## src/rtl/seg7_pkg.sv

```systemverilog
// rtl/seg7_pkg.sv - shared state, command and digit-count definitions for the 7-seg controller
package seg7_pkg;

  typedef enum logic [1:0] {
    IDLE  = 2'd0,
    COUNT = 2'd1,
    HOLD  = 2'd2
  } seg7_state_t;

  localparam logic [1:0] CMD_NOP   = 2'b00;
  localparam logic [1:0] CMD_START = 2'b01;
  localparam logic [1:0] CMD_STOP  = 2'b10;
  localparam logic [1:0] CMD_CLEAR = 2'b11;

  localparam int N_DIGITS = 8;

endpackage

```

## src/rtl/bcd_counter8.sv

```systemverilog
// rtl/bcd_counter8.sv - 8-digit packed BCD counter with clear, increment and wrap carry-out
module bcd_counter8
  import seg7_pkg::*;
(
  input  logic        clk,
  input  logic        rst,
  input  logic        clr,
  input  logic        inc,
  output logic [31:0] count,
  output logic        carry
);

  logic [31:0]         nxt;
  logic [N_DIGITS:0]   c;

  // c[i] is the carry into digit i; a digit rolls 9->0 and passes the carry up
  always_comb begin
    nxt  = count;
    c    = '0;
    c[0] = inc;
    for (int i = 0; i < N_DIGITS; i++) begin
      c[i+1] = c[i] && (count[4*i +: 4] == 4'd9);
      if (c[i]) begin
        nxt[4*i +: 4] = (count[4*i +: 4] == 4'd9) ? 4'd0 : count[4*i +: 4] + 4'd1;
      end
    end
    if (clr) begin
      nxt = '0;
    end
  end

  assign carry = c[N_DIGITS] && !clr;

  always_ff @(posedge clk or negedge rst) begin
    if (!rst) begin
      count <= '0;
    end else begin
      count <= nxt;
    end
  end

endmodule

```

## src/rtl/seg7_display_controller.sv

```systemverilog
// rtl/seg7_display_controller.sv - command FSM, BCD event counter and multiplexed digit scan
module seg7_display_controller
  import seg7_pkg::*;
#(
  parameter int TICK_DIV = 1,
  parameter int SCAN_DIV = 4
) (
  input  logic        clk,
  input  logic        rst,
  input  logic        we_7seg,
  input  logic [31:0] activation,
  output logic [31:0] count_bcd,
  output logic [2:0]  status,
  output logic [3:0]  digit,
  output logic [7:0]  AN
);

  localparam int TW = (TICK_DIV > 1) ? $clog2(TICK_DIV) : 1;
  localparam int SW = (SCAN_DIV > 1) ? $clog2(SCAN_DIV) : 1;
  localparam int IW = $clog2(N_DIGITS);

  seg7_state_t   state, state_nxt;
  logic          ovf;
  logic [TW-1:0] pre;
  logic [SW-1:0] scan;
  logic [IW-1:0] idx, msd;
  logic [31:0]   cnt;
  logic [1:0]    cmd;
  logic          cmd_valid, is_start, is_clear, tick, clr, carry;
  logic          unused_activation;

  assign cmd               = activation[1:0];
  assign unused_activation = ^activation[31:2];
  assign cmd_valid         = we_7seg && (cmd != CMD_NOP);
  assign is_start          = we_7seg && (cmd == CMD_START);
  assign is_clear          = we_7seg && (cmd == CMD_CLEAR);
  assign clr               = is_start || is_clear;
  // any command on this edge takes priority over the pending increment
  assign tick = (state == COUNT) && (pre == TW'(TICK_DIV - 1)) && !cmd_valid;

  bcd_counter8 u_cnt (
    .clk   (clk),
    .rst   (rst),
    .clr   (clr),
    .inc   (tick),
    .count (cnt),
    .carry (carry)
  );

  always_ff @(posedge clk or negedge rst) begin
    if (!rst) begin
      state <= IDLE;
    end else begin
      state <= state_nxt;
    end
  end

  always_comb begin
    case (state)
      IDLE, COUNT, HOLD: state_nxt = state;
      default:           state_nxt = IDLE;
    endcase
    if (we_7seg) begin
      case (cmd)
        CMD_START: state_nxt = COUNT;
        CMD_STOP:  if (state == COUNT) state_nxt = HOLD;
        CMD_CLEAR: state_nxt = IDLE;
        default:   ;
      endcase
    end
  end

  always_comb begin
    status = {ovf, state};
  end

  always_ff @(posedge clk or negedge rst) begin
    if (!rst) begin
      ovf  <= 1'b0;
      pre  <= '0;
      scan <= '0;
      idx  <= '0;
    end else begin
      if (clr) begin
        ovf <= 1'b0;
      end else if (carry) begin
        ovf <= 1'b1;
      end
      if (is_start || state != COUNT || pre == TW'(TICK_DIV - 1)) begin
        pre <= '0;
      end else begin
        pre <= pre + TW'(1);
      end
      if (scan == SW'(SCAN_DIV - 1)) begin
        scan <= '0;
        idx  <= idx + IW'(1);
      end else begin
        scan <= scan + SW'(1);
      end
    end
  end

  // highest nonzero digit; digits above it are blanked, digit 0 always shown
  always_comb begin
    msd = '0;
    for (int i = 1; i < N_DIGITS; i++) begin
      if (cnt[4*i +: 4] != 4'd0) begin
        msd = IW'(i);
      end
    end
  end

  always_ff @(posedge clk or negedge rst) begin
    if (!rst) begin
      AN    <= 8'hFF;
      digit <= 4'd0;
    end else if (idx > msd) begin
      AN    <= 8'hFF;
      digit <= 4'd0;
    end else begin
      AN    <= ~(8'(1) << idx);
      digit <= cnt[{idx, 2'b00} +: 4];
    end
  end

  assign count_bcd = cnt;

endmodule

```

## config.mk

```make
export PLATFORM = sky130hd
export DESIGN_NAME = seg7_display_controller
export DESIGN_NICKNAME = d
export VERILOG_FILES = /design/src/rtl/seg7_pkg.sv /design/src/rtl/bcd_counter8.sv /design/src/rtl/seg7_display_controller.sv
export SDC_FILE = /design/constraint.sdc
export NUM_CORES = 1
export LEC_CHECK = 0
export ABC_AREA = 1
export BUFFER_PORTS_ARGS = -buffer_cell sky130_fd_sc_hd__buf_2
export CAP_MARGIN = 10
export CORE_ASPECT_RATIO = 0.75
export CORE_MARGIN = 3
export CORE_UTILIZATION = 48
export DETAILED_ROUTE_END_ITERATION = 7
export PLACE_DENSITY = 0.74
export SLEW_MARGIN = 10
export SYNTH_ARGS = -nofsm -noshare
export SYNTH_HDL_FRONTEND = slang
export SYNTH_SLANG_ARGS = --single-unit
```

## constraint.sdc

```tcl
create_clock -name clk -period 2.2 [get_ports clk]
set_clock_uncertainty 0.15 [all_clocks]
set_input_delay 0.22 -clock clk [delete_from_list [all_inputs] [get_ports clk]]
set_output_delay 0.22 -clock clk [all_outputs]
set_load 0.01 [all_outputs]
```

; Word level (Yosys, flattened, before mapping)
; Cells that the tools add are included.
[totals]
reg_bits = 53
input_bits = 35
out_inout_bits = 47
wordCells = 118
[classes]
addsub = 11
order_cmp = 1
eq_ne = 15
shift = 2
muxes = 34
bitwise = 2
reduce_logical = 38
[op_table]
columns = operator, n
row1 = two-way mux 4 bit, 17
row2 = adder 4 x 1 -> 4 bit (second input constant), 8
row3 = equality test 4 bit (second input constant), 8
row4 = two-way mux 32 bit, 1
row5 = variable part select 32 x 6 -> 4 bit, 1
row6 = nonzero test 4 bit, 7
row7 = nonzero test 2 bit, 10
row8 = logical AND 1 bit, 14
row9 = two-way mux 2 bit, 6
row10 = two-way mux 3 bit, 4
row11 = equality test 2 bit (second input constant), 4
row12 = two-way mux 8 bit, 1
row13 = NOT 8 bit, 1
row14 = left shift 1 x 3 -> 8 bit (first input constant), 1
row15 = one-hot mux 2 bit (3 select lines), 1
row16 = equality test 2 x 1 -> 1 bit (second input constant), 2
row17 = two-way mux 1 bit, 4
row18 = adder 3 x 1 -> 3 bit (second input constant), 1
row19 = greater-than comparator 3 bit, 1
row20 = logical OR 1 bit, 3
row21 = OR reduction 3 bit, 1
row22 = adder 2 x 1 -> 2 bit (second input constant), 1
row23 = logical NOT 1 bit, 2
row24 = logical NOT 2 bit, 1
row25 = 3 further kinds, 3

; Longest topological paths before layout
[depth]
ltp_word = 15
mapped_depth = 15
ltp_nobuf = 15

; Hierarchy
; A second synthesis with hierarchy kept.
[unflattened]
cells_unflattened = 387
area_unflattened_um2 = 3210.6
[modules_own_cells]
columns = module, n_inst, cells_per_inst, area_per_inst_um2, seq_area_each_um2
row1 = bcd_counter8, 1, 225, 1919.3, 800.8
row2 = seg7_display_controller, 1, 162, 1291.2, 535.5

; Worst setup path after synthesis
; Ideal clock, no wire load.
[synth_timing]
path_type = reg-to-reg
start = register u_cnt.count[8]
end = register digit[3]
setup_ns = 0.127
t_arrival_ns = 1.987
required_time_ns = 1.923
path_slack_ns = -0.064
stages_incl_launch_ff = 15
n_path_buf = 0
period_less_slack_ns = 2.264
path_cell_list = dfrtp_1 inv_1 ha_1 nand3_1 a31oi_1 o31ai_1 nand2_1 nand2_1 nand2_1 ha_1 nand3b_1 a32oi_1 inv_1 nand2_1 o22ai_1
[synth_between]
elab_chain_len = 9
[synth_lines]
columns = element, line_no
row1 = start: declaration, bcd_counter8.sv:9  ; output logic [31:0] count,
row2 = start signal: assignment, bcd_counter8.sv:38  ; count <= nxt;
row3 = nonzero test 4 bit, seg7_display_controller.sv:107  ; if (cnt[4*i +: 4] != 4'd0) begin
row4 = two-way mux 2 bit (2 in series), seg7_display_controller.sv:107
row5 = two-way mux 3 bit (4 in series), seg7_display_controller.sv:107
row6 = greater-than comparator 3 bit, seg7_display_controller.sv:117  ; end else if (idx > msd) begin
row7 = two-way mux 4 bit, seg7_display_controller.sv:117
row8 = end signal: assignment, seg7_display_controller.sv:122  ; digit <= cnt[{idx, 2'b00} +: 4];
row9 = end: declaration, seg7_display_controller.sv:14  ; output logic [3:0] digit,
; Every way passes these cells.
; A chain may end at the register's enable or synchronous reset.

; Worst setup path after layout
[layout_timing]
start = register u_cnt.count[12]
end = register digit[0]
[layout_between]
elab_chain_len = 8
word_cells_on_any_way = 9
classes_between = order compare: 1 / shift: 1 / mux: 6 / reduce/logical: 1
[layout_lines]
columns = element, line_no
row1 = nonzero test 4 bit, seg7_display_controller.sv:107
row2 = two-way mux 2 bit, seg7_display_controller.sv:107
row3 = two-way mux 3 bit (4 in series), seg7_display_controller.sv:107
row4 = greater-than comparator 3 bit, seg7_display_controller.sv:117
row5 = two-way mux 4 bit (*), seg7_display_controller.sv:117
; Every way passes the cells marked *; elsewhere a longest branch is shown, timed or not.

==> results by group <==
Cells and area
  • Final Net Count: 553
  • Fraction of layout cells with a size suffix above 1: 36.9%
  • Synthesis-to-finish area growth: 33.1%
  • Fin cells: 564
  • N_diodes: 0
  • Fill count: 509

Synth
  • Mapped Area: 3230 sq um
  • Commonest cells post-synth: nand2_1 (54), inv_1 (50), dfrtp_1 (45), ha_1 (36), o21ai_0 (30)
  • Dominant cells by area after synthesis: dfrtp_1 (35%), ha_1 (14%), dfstp_2 (6.5%), nand2_1 (6.3%), inv_1 (5.8%)
  • Synth unique cells: 38
  • EDFF count, synth: 0
  • Warnings, synthesis: 0
  • Count leader, synth: nand2_1
  • Syn_area_per_cell: 8.63 sq um
  • Synth Register Bits: 53
  • Sequential area share after synthesis: 41.4%
  • Synth Instances: 374
  • Top cell type's share of synthesized area: 34.9%
  • Synth Flop Type: dfrtp_1
  • Dominant cell type by area after synthesis: dfrtp_1
  • Syn_nets: 445
  • Ys async rst share: 100%

Status
  • Status: finished with violations
  • Failing checks: setup timing

STA
  • Slew Viols, Final: 0
  • Setup TNS: -617 ps
  • Fmax: 435 MHz
  • Worst slew pin tran: 536 ps
  • Post-route worst setup slack: -101 ps
  • Final worst path period share: 105%
  • Crit path time final: 2300 ps
  • RSZ-0062 raised after global routing: yes
  • Max-slew headroom: 64.2%
  • Final Hold Fails: 0
  • Final Setup Violations: 12

Global route
  • First-pass GRT wire length: 13800 um
  • Global-route usage over all layers: 22.2%
  • Vias in the first global route: 2866
  • GRT overflow: 0
  • Pin count of the biggest net entering global routing: 34
  • Initial antenna violation count: 0

Setup path
  • Worst setup path class: reg -> reg
  • CP startpoint kind: register
  • Critical Path AT: 2330 ps
  • Critical path peak fanout: 3
  • Worst reg2reg path depth: 10
  • Crit path required time: 2230 ps
  • Setup crit end kind: register

CTS
  • Max Root-Sink Buffers: 2
  • CTS buffer count: 5
  • CTS tree: done
  • Skew-Pair Late Insertion Delay: 310 ps
  • H-Tree Depth: 2
  • Clk root buf: clkbuf_8
  • CTS sink count: 53
  • CTS clock-pin slew for the worst setup and hold paths: 110 ps

Die
  • FP Rows: 25
  • CORE AREA: 6410 sq um
  • DIE WIDTH: 101 um
  • Initial Utilization: 50.3%
  • Die H: 77.0 um
  • Die area: 7760 sq um
  • I/O pins: 82

Placement
  • Post-DP HPWL: 6160 um
  • Placed insts: 545
  • GP Congestion: 0.869
  • Count of input and output buffers: 51

Drt
  • DR DRC count: 0
  • First-pass iteration count of the detailed router: 7
  • Post-DRT Antenna Nets: 0
  • Via-per-instance ratio: 5.38
  • Via Count: 3033
  • DR iter-0 viols: 181
  • Wire per inst: 15.0 um
  • Final wirelength: 8460 um

Pwr
  • Pwr per Cell Area: 593 nW/um^2
  • Total Power: 2.55 mW
  • Lkg Pwr: 2.18 nW
  • Peak VDD IR: 0.000420 V

Min path
  • Hold Path Class: in -> reg
  • Hold depth: 3

Flow run
  • Max Cap Viol: 0
-- logic make-up after synthesis --
| group | count (synthesis) | share of synthesized area (%) |
|---|---|---|
| other cells | 1 | 0.116 |
| xor+xnor | 10 | 2.71 |
| flops | 53 | 41.4 |
| buf+inv | 61 | 7.25 |
| compound gates | 75 | 12.9 |
| simple gates | 138 | 21.6 |
| fa+ha+maj | 36 | 14.0 |
-- per-stage QoR --
| step | hold WS (ps) | util [%] | area, sq um | setup WS (ps) |
|---|---|---|---|---|
| final | 54.8 | 67.0 | 4300 | -101 |
| after global routing | 73.0 | 67.0 | 4300 | -208 |
| after CTS | 57.8 | 65.7 | 4210 | -58.9 |
| after detailed placement | 86.6 | 61.2 | 3920 | -148 |
| after global placement | 78.9 | 61.2 | 3920 | -54.3 |
| after floorplan | -226 | - | 3240 | 19.8 |
-- worst max-delay path, cell delays in order, from the launching register on --
cell      delay [ps]
dfrtp_1          410
inv_2             70
ha_1             160
nand2_2           70
o31ai_2          260
nand2_1           80
nand2_1           70
nand2_1           50
ha_2             320
a32oi_2          130
a311oi_1         380
-- what timing repair did --
action | CTS | global route
buffers inserted | 7 | 3
hold buffers | 2 | 0
hold endpoints to repair | 21 | 0
gates cloned | 0 | 0
setup endpoints to repair | 12 | 23
gates resized for setup | 20 | 25
pin swaps | 14 | 18
-- layer usage --
layer / part of all wire (%) / vias to the layer above / track usage (%)
met4: 1.4 / 0 / 5.65
met1: 45 / 1440 / 31.9
met3: 7.5 / 13 / 4.18
met2: 46 / 117 / 34.3
met5: 0 / - / 0
li1: - / 1463 / -
-- power breakdown --
part	switching [mW]	leakage (nW)	total (mW)	internal, mW
Combinational	0.373	1.42	0.665	0.291
Clock	0.342	0.0687	0.801	0.458
Sequential	0.0458	0.690	1.08	1.04
Total	0.761	2.18	2.55	1.79
-- worst paths after layout --
kind,endpoint,start,slack [ps]
worst max register to register,digit[0]$_DFF_PN0_,u_cnt.count[12]$_DFFE_PN0P_,-100
worst min register to register,scan[0]$_DFF_PN0_,scan[0]$_DFF_PN0_,290
worst max-delay path,digit[0]$_DFF_PN0_,u_cnt.count[12]$_DFFE_PN0P_,-100
max in group asynchronous,AN[3]$_DFF_PN1_,rst,1010
min in group asynchronous,u_cnt.count[2]$_DFFE_PN0P_,rst,260
worst min-delay path,state[1]$_DFF_PN0_,activation[1],50
-- layout by cell type (no fill, tap or decap), types with 8 or more instances in the layout --
cell type / synthesis / final
inv_2: 1 / 12
inv_1: 50 / 39
nand2_1: 54 / 40
o21ai_0: 30 / 30
buf_2: 1 / 51
buf_4: 1 / 55
nand2_2: 4 / 17
nor2_1: 22 / 19
nand3_1: 23 / 22
dfstp_2: 8 / 8
nand4_1: 15 / 15
ha_1: 36 / 31
dfrtp_1: 45 / 45
a21oi_1: 26 / 24
-- state kept, by name (all words and copies together) (netlist names) --
signal,count
AN,8
digit,4
idx,3
ovf,1
pre,1
state,2
u_cnt.count,32
scan,2
-- cell type report --
class / count / area [sq um] / share of cell area, %
Tap cell: 81 / 101 / 2.36
Clock inverter: 3 / 68.8 / 1.60
Multi-Input combinational cell: 260 / 1810 / 42.2
Timing Repair Buffer: 109 / 708 / 16.5
Clock buffer: 5 / 68.8 / 1.60
Inverter: 53 / 199 / 4.63
Sequential cell: 53 / 1340 / 31.1
Note: power is estimated with default switching activity, not from simulation.
